`src/rtl/instr_loader_pkg.sv`:
```
// Shared types for the IL2234 program memory / boot loader.
package instr_loader_pkg;

  typedef enum logic [1:0] {
    IDLE = 2'd0,
    LOAD = 2'd1,
    RUN  = 2'd2
  } state_t;

  // Instruction word width: 4-bit opcode plus two register fields.
  function automatic int unsigned instr_width(input int unsigned m);
    return 4 + 2 * m;
  endfunction

endpackage

```
`src/rtl/instr_sp_ram.sv`:
```
// Instruction storage: one synchronous write port, one enabled synchronous read port.
module instr_sp_ram #(
  parameter int unsigned P = 6,
  parameter int unsigned W = 12
) (
  input  logic         clk,
  input  logic         we,
  input  logic [P-1:0] waddr,
  input  logic [W-1:0] wdata,
  input  logic         re,
  input  logic [P-1:0] raddr,
  output logic [W-1:0] rdata
);

  logic [W-1:0] mem [2**P];

  always_ff @(posedge clk) begin
    if (we) mem[waddr] <= wdata;
    if (re) rdata <= mem[raddr];
  end

endmodule

```
`src/rtl/instr_loader_mem.sv`:
```
// Program memory with valid/ready boot loader; holds the core until a full program is loaded.
module instr_loader_mem
  import instr_loader_pkg::*;
#(
  parameter int unsigned M = 4,
  parameter int unsigned P = 6,
  parameter int unsigned W = instr_width(M)
) (
  input  logic         clk,
  input  logic         rst_n,
  input  logic         prog_start,
  input  logic         prog_valid,
  output logic         prog_ready,
  input  logic [W-1:0] prog_data,
  input  logic         prog_last,
  output logic         load_error,
  output logic         core_run,
  input  logic         en_read_instr,
  input  logic [P-1:0] raddr_instr,
  output logic [W-1:0] instr_in
);

  state_t       state;
  logic [P:0]   wptr;
  logic         accept;
  logic         mem_we;
  logic         mem_re;
  logic         fetch_live;
  logic [W-1:0] rdata;

  // A start pulse takes priority over any word presented in the same cycle.
  assign accept = prog_valid & prog_ready & ~prog_start;
  assign mem_we = accept & ~wptr[P];
  assign mem_re = (state == RUN) & en_read_instr;

  always_ff @(posedge clk or negedge rst_n) begin
    if (!rst_n) begin
      state      <= IDLE;
      wptr       <= '0;
      prog_ready <= 1'b0;
      load_error <= 1'b0;
      core_run   <= 1'b0;
    end else begin
      core_run <= (state == RUN) & ~load_error;
      if (prog_start) begin
        state      <= LOAD;
        wptr       <= '0;
        load_error <= 1'b0;
        prog_ready <= 1'b1;
      end else if (state == LOAD && accept) begin
        if (wptr[P]) load_error <= 1'b1;
        else         wptr       <= wptr + 1'b1;
        if (prog_last) begin
          state      <= RUN;
          prog_ready <= 1'b0;
        end
      end
    end
  end

  // The RAM read register has no reset, so the output is forced to zero
  // until a fetch has been issued in the current RUN period.
  always_ff @(posedge clk or negedge rst_n) begin
    if (!rst_n)              fetch_live <= 1'b0;
    else if (state != RUN)   fetch_live <= 1'b0;
    else if (en_read_instr)  fetch_live <= 1'b1;
  end

  assign instr_in = fetch_live ? rdata : '0;

  instr_sp_ram #(
    .P (P),
    .W (W)
  ) u_ram (
    .clk   (clk),
    .we    (mem_we),
    .waddr (wptr[P-1:0]),
    .wdata (prog_data),
    .re    (mem_re),
    .raddr (raddr_instr),
    .rdata (rdata)
  );

endmodule
```
`config.mk`:
```
export PLATFORM = sky130hd
export DESIGN_NAME = instr_loader_mem
export DESIGN_NICKNAME = d
export VERILOG_FILES = /design/src/rtl/instr_loader_pkg.sv /design/src/rtl/instr_sp_ram.sv /design/src/rtl/instr_loader_mem.sv
export SDC_FILE = /design/constraint.sdc
export NUM_CORES = 1
export LEC_CHECK = 0
export BUFFER_PORTS_ARGS = -buffer_cell sky130_fd_sc_hd__buf_2
export CAP_MARGIN = 20
export CORE_MARGIN = 3
export CORE_UTILIZATION = 62
export DETAILED_ROUTE_END_ITERATION = 16
export PLACE_DENSITY = 0.79
export REMOVE_ABC_BUFFERS = 1
export SYNTH_ARGS = -nofsm -noshare
export SYNTH_HDL_FRONTEND = slang
export SYNTH_HIERARCHICAL = 1
export SYNTH_SLANG_ARGS = --single-unit
```
`constraint.sdc`:
```
create_clock -name clk -period 2.63 [get_ports clk]
set_input_delay 0.263 -clock clk [delete_from_list [all_inputs] [get_ports clk]]
set_output_delay 0.263 -clock clk [all_outputs]
set_load 0.05 [all_outputs]
```
==> results of run 1 <==
-- report_power, final --
part,switching (uW),internal [uW],leakage [uW],total [uW]
combinational,786,499,0.00288,1280
sequential,24.2,13900,0.00717,13900
clock,4690,6720,0.00126,11400
-- what timing repair did --
action	CTS	global route
endpoints found under the hold margin	21	5
hold buffers	7	1
buffers inserted	0	0
-- cell usage in the layout, fill, tap and decap left out, types with 14 or more instances in the layout --
| cell | Yosys | layout |
|---|---|---|
| edfxtp_1 | 780 | 780 |
| mux4_2 | 192 | 192 |
| buf_4 | 11 | 133 |
| nor2_1 | 84 | 84 |
| clkbuf_16 | 0 | 81 |
| buf_2 | 13 | 35 |
| nand2b_1 | 23 | 23 |
| o22ai_1 | 23 | 23 |
| mux2i_1 | 20 | 20 |
| nand2_1 | 18 | 18 |
| nor2b_1 | 17 | 17 |
| clkbuf_1 | 35 | 17 |
| o221ai_1 | 16 | 16 |
| nand3_1 | 15 | 15 |
| o21ai_0 | 14 | 14 |
| a21oi_1 | 14 | 14 |
-- metrics by stage --
stage	util	total power, uW
2_1_floorplan	-	14670
3_3_place_gp	0.6719	15380
3_5_place_dp	0.6719	15420
4_1_cts	0.7277	26680
5_1_grt	0.7283	27240
6_report	0.7283	26600
-- cell type report --
| cell class | count | area (um^2) |
|---|---|---|
| multi-input cells | 539 | 6444 |
| clock inverters | 45 | 505.5 |
| inverters | 2 | 7.507 |
| clock buffers | 100 | 2118 |
| repair buffers | 190 | 1520 |
| well taps | 656 | 820.8 |
| fillers | 2642 | 13110 |
| flip-flops and latches | 792 | 23720 |
-- worst min-delay path by stage --
stage | end | slack, ns | depth (start not counted)
final | u_ram/mem[56][6]$_DFFE_PP_ | 0.04 | 1
after global routing | u_ram/mem[57][6]$_DFFE_PP_ | 0.02 | 1
after CTS | u_ram/mem[57][6]$_DFFE_PP_ | 0.01 | 1
after detailed placement | load_error$_DFFE_PN0P_ | 0.17 | 1
after global placement | core_run$_DFF_PN0_ | 0.17 | 1
after floorplan | core_run$_DFF_PN0_ | -0.03 | 0
-- routing by layer --
metal,vias to the layer above,part of all wire,GRT usage,wire length (um)
li1,6312,-,-,-
met1,8230,0.36,0.4251,27090
met2,1225,0.48,0.4581,36210
met3,159,0.12,0.06462,8863
met4,0,0.037,0.1073,2738
met5,-,0,0,0
-- state kept, by name, indices dropped and copies added (netlist names) --
signal / flops
core_run: 1
u_ram/rdata: 12
state: 2
wptr: 7
load_error: 1
u_ram/mem: 768
fetch_live: 1
-- kinds of logic after synthesis --
logic type	share of synthesized area
xor+xnor	0.0002862
compound gates	0.02690
simple gates	0.03180
flops	0.7750
mux	0.1511
fa+ha+maj	0.0004087
buf+inv	0.01451
-- worst max-delay path, delay by kind of cell, from the launching register on --
family	cells	cell delay, ns
AND/OR/NAND/NOR	5	1.43
flip-flops	1	0.44
buffers and inverters	1	0.23
==> impl_metrics.json, run 1 <==
{
  "grt_max_degree": 65,
  "drtAntennaViolNets": 0,
  "drv_cap": 0,
  "yosysTopAreaCell": "edfxtp_1",
  "power_density_mw_per_mm2": 757.0,
  "synth-edff-count": 780,
  "wl_per_cell_um": 32.23,
  "cts_buffers": 78,
  "max-vdd-ir-drop_uv": 632.4,
  "portBuffers": 38,
  "track_usage": 0.2953,
  "place_ws_ns": 0.01569,
  "hold_viol": 0,
  "clkSinkCount": 792,
  "worstPathRequired_ns": 2.93,
  "worst_r2r_endpoint": "u_ram/mem[28][5]$_DFFE_PP_",
  "synth-main-ff-cell": "edfxtp_1",
  "endpoint_kind": "register",
  "worst_pin_slew_ns": 0.9394,
  "die_h_um": 228.2,
  "synth_cell_type_count": 44,
  "insertedDiodeCount": 0,
  "grt_pass1_wl_mm": 111.5,
  "setup_viol": 0,
  "drc": 0,
  "r2r_start": "state[0]$_DFFE_PN0P_",
  "rsz0062_at_grt": "no",
  "fin_hold_ws_ns": 0.03894,
  "antenna_found_initial": 0,
  "grt_pass1_vias": 16140,
  "synth_area_leaders": "edfxtp_1 77%, mux4_2 14%, nor2_1 1.0%, dfrtp_1 0.98%, mux2i_1 0.65%",
  "crit_fanout": 8,
  "syn_to_final_growth_pct": 14.79,
  "p_leak_uw": 0.01132,
  "synthCells": 1408,
  "grt_overflow": 0,
  "core_area_mm2": 0.04825,
  "clockRootBuffer": "clkbuf_16",
  "io_pins": 39,
  "ys_ff_latch": 792,
  "arrival_ns": 2.72,
  "drt_iter0_markers": 2716,
  "status": "finished, final reports clean",
  "dpl.hpwl_mm": 44.13,
  "cts_tree": "yes",
  "clock_path_buffers": 3,
  "yosysTopAreaCellShare": 0.7652,
  "cts.clk_slew.worst_paths_ns": 0.06,
  "yosysSeqAreaShare": 0.7750,
  "min_period_over_period": 0.9192,
  "placed_area_mm2": 0.03241,
  "final_max_slew_viol_count": 0,
  "cp-start-kind": "register",
  "max_stage_delay_ns": 0.44,
  "critPathMostFrequentCell": "nand2_1",
  "layout.nets": 1628,
  "fin_crit_ns": 2.417,
  "htreeDepth": 3,
  "hold_path_startpoint": "prog_data[6]",
  "path_cells": "nand2_1 -> nor3_1 -> nor2b_1 -> nand2_1 -> nor2_1 -> buf_4",
  "avgSynthCellArea_um2": 21.74,
  "drt_pass1_iterations": 5,
  "synth_area_mm2": 0.03061,
  "ff2ff_path_depth": 6,
  "dieArea_mm2": 0.05207,
  "max_clock_freq_mhz": 413.7,
  "critPathLaunch": "state[0]$_DFFE_PN0P_",
  "setup.worst_path.end": "u_ram/mem[28][5]$_DFFE_PP_",
  "drive_gt1_frac": 0.3010,
  "setup_tns_ns": 0,
  "hold_class": "in -> reg",
  "fin_ws_ns": 0.2126,
  "clock_skew_ns": 0.02888,
  "dr_total_vias": 15930,
  "drt-total-wl_mm": 74.90,
  "critPathSlowestCell": "dfrtp_1",
  "path_class": "reg -> reg",
  "synth_commonest_cells": "780 x edfxtp_1, 192 x mux4_2, 84 x nor2_1, 35 x clkbuf_1",
  "start_util": 0.6345,
  "yosys_warnings": 6,
  "async_reset_ff_frac": 0.01515,
  "post_cts_resized": 0,
  "final_cells": 2324,
  "insertion_delay_ns": 0.62,
  "fin_area_mm2": 0.03514,
  "rows": 80,
  "routabilityCongestion": 0.8708,
  "yosysMostFrequentCell": "edfxtp_1",
  "r2r_slack_ns": 0.21,
  "relSlewSlack": 0.3724,
  "die_w_um": 228.2,
  "place_inst": 2170,
  "vias_per_cell": 6.853
}
Power figures use the tool's default switching activity.
==> inputs of run 2 (changes only) <==
--- a/config.mk
+++ b/config.mk
@@ -8,9 +8,10 @@
 export BUFFER_PORTS_ARGS = -buffer_cell sky130_fd_sc_hd__buf_2
 export CAP_MARGIN = 20
 export CORE_MARGIN = 3
-export CORE_UTILIZATION = 62
+export CORE_UTILIZATION = 56
 export DETAILED_ROUTE_END_ITERATION = 16
-export PLACE_DENSITY = 0.79
+export PLACE_DENSITY = 0.75
+export RECOVER_POWER = 50
 export REMOVE_ABC_BUFFERS = 1
 export SYNTH_ARGS = -nofsm -noshare
 export SYNTH_HDL_FRONTEND = slang
==> constraint.sdc (replaced) <==
create_clock -name clk -period 2.2 [get_ports clk]
set_input_delay 0.22 -clock clk [delete_from_list [all_inputs] [get_ports clk]]
set_output_delay 0.22 -clock clk [all_outputs]
set_load 0.05 [all_outputs]
==> run 2 against run 1 <==
The run now ends with max-capacitance violations, max-slew violations left; sequential power is 19% higher; combinational power rose by 29%; clock skew shrank 0.0075 ns; cell count is 4.4% higher; via count shrank 0.76%.
==> impl_metrics.json, run 2 (synthesis results as in run 1) <==
{
  "clock_skew_ns": 0.02133,
  "final_max_slew_viol_count": 323,
  "worst_pin_slew_ns": 1.879,
  "setup_viol": 0,
  "max-vdd-ir-drop_uv": 596.7,
  "fin_ws_ns": 0.06241,
  "cts.clk_slew.worst_paths_ns": 0.06,
  "drt_pass1_iterations": 6,
  "fillers": 3326,
  "fin_crit_ns": 2.138,
  "dpl.hpwl_mm": 46.54,
  "status": "finished with violations",
  "die_h_um": 239.8,
  "die_w_um": 239.8,
  "final_util": 0.6612,
  "grt_pass1_vias": 15920,
  "grt_max_degree": 65,
  "max_clock_freq_mhz": 467.8,
  "drc": 0,
  "cts_tree": "yes",
  "multiInputGateArea_mm2": 0.006465,
  "insertion_delay_ns": 0.63,
  "cts_setup_buffers": 0,
  "vias_per_cell": 6.512,
  "hold_class": "in -> async",
  "start_util": 0.5677,
  "total_power_uw": 30780,
  "place_ws_ns": -0.5421,
  "core_area_mm2": 0.05392,
  "clockRootBuffer": "clkbuf_16",
  "htreeDepth": 3,
  "hold_viol": 0,
  "grt_overflow": 0,
  "drv_cap": 8,
  "layout.nets": 1693,
  "p_leak_uw": 0.01156,
  "drt-total-wl_mm": 74.59,
  "final_cell_mix": "780 x edfxtp_1, 192 x mux4_2, 159 x buf_4",
  "layout_commonest_cell": "edfxtp_1",
  "worstPathRequired_ns": 2.56,
  "largest_reg_flops": 768,
  "antenna_found_initial": 1,
  "setup_tns_ns": 0,
  "syn_to_final_growth_pct": 16.48,
  "rows": 85,
  "io_pins": 39,
  "portBuffers": 38,
  "path_class": "reg -> reg",
  "cts_buffers": 78,
  "clock_path_buffers": 3,
  "regArea_mm2": 0.02372,
  "clkSinkCount": 792,
  "place_inst": 2277,
  "crit_fanout": 2,
  "drtAntennaViolNets": 0,
  "wl_per_cell_um": 30.73,
  "track_usage": 0.2667,
  "cp-start-kind": "register",
  "drive_gt1_frac": 0.3116,
  "dr_total_vias": 15810,
  "dieArea_mm2": 0.05750,
  "arrival_ns": 2.50,
  "endpoint_kind": "register",
  "top_register": "u_ram/mem",
  "routabilityCongestion": 0.9115,
  "violations": "max-capacitance violations, max-slew violations",
  "min_period_over_period": 0.9716,
  "final_cells": 2427,
  "relSlewSlack": -0.2529,
  "rsz0062_at_grt": "no",
  "power_density_mw_per_mm2": 863.2,
  "grt_pass1_wl_mm": 109.2,
  "reg_top3": "u_ram/mem (768), u_ram/rdata (12), wptr (7)",
  "drt_iter0_markers": 2418
}
## run 2: cell count changes in the layout (fill, tap and decap cells not counted), sizes merged
cell | before | now
buf | 182 | 219
bufinv | 10 | 3
clkbuf | 100 | 124
clkinv | 22 | 40
clkinvlp | 8 | 2
diode | 0 | 1
dlygate4sd3 | 8 | 7
inv | 7 | 4
## run 2: path summary, 6_finish.rpt
check                                      startpoint                  endpoint  slack [ns]  cells past startpoint
max in group asynchronous                       rst_n      state[1]$_DFFE_PN0P_        1.30                      2
min in group clk                       raddr_instr[4]  u_ram/rdata[8]$_DFFE_PP_        0.29                      4
max                        u_ram/mem[51][5]$_DFFE_PP_  u_ram/rdata[5]$_DFFE_PP_        0.06                      5
max reg2reg                u_ram/mem[51][5]$_DFFE_PP_  u_ram/rdata[5]$_DFFE_PP_        0.06                      5
min reg2reg                       wptr[6]$_DFFE_PN0P_    load_error$_DFFE_PN0P_        0.62                      2
min                                             rst_n    fetch_live$_DFFE_PN0P_        0.28                      2
## run 2: worst max-delay path, stage by stage (launching register included)
cell and delay, ns:
edfxtp_1 0.36, mux4_2 0.48, a22oi_1 0.22, buf_4 0.16, nand3_1 0.33, a22o_1 0.33
## run 2: repair_timing
action | 4_1_cts | 5_1_grt
pin swaps | 0 | 0
endpoints found under the setup margin | 1 | 38
hold buffers | 7 | 0
resized for setup | 1 | 2
hold endpoints to repair | 21 | 0
## run 2: stage by stage
stage                     hold WS, ns  area [um^2]
after CTS                     0.04081        35780
after global routing           0.2871        35650
after global placement         0.1624        33320
final                          0.2779        35650
after detailed placement       0.1651        33320
after floorplan              -0.07559        30170
## run 2: power by group
group / total (uW) / leakage, uW / internal [uW] / switching, uW
logic: 1650 / 0.00322 / 668 / 984
registers: 16600 / 0.00717 / 16600 / 13.4
clock network: 12500 / 0.00116 / 6980 / 5510
total: 30800 / 0.0116 / 24300 / 6510
## run 2: final cells by class
cell class,instances,share of cell area
Multi-Input combinational cell,539,0.1813
Clock buffer,95,0.05713
Inverter,2,0.0002106
Clock inverter,47,0.009791
Antenna cell,1,0.00007019
Sequential cell,792,0.6654
Tap cell,696,0.02442
Timing Repair Buffer,255,0.06169
## run 2: routing by layer
| layer | share of wire | track usage |
|---|---|---|
| met5 | 0 | 0 |
| met4 | 0.031 | 0.08356 |
| met3 | 0.11 | 0.06160 |
| met2 | 0.48 | 0.4217 |
| met1 | 0.37 | 0.3776 |
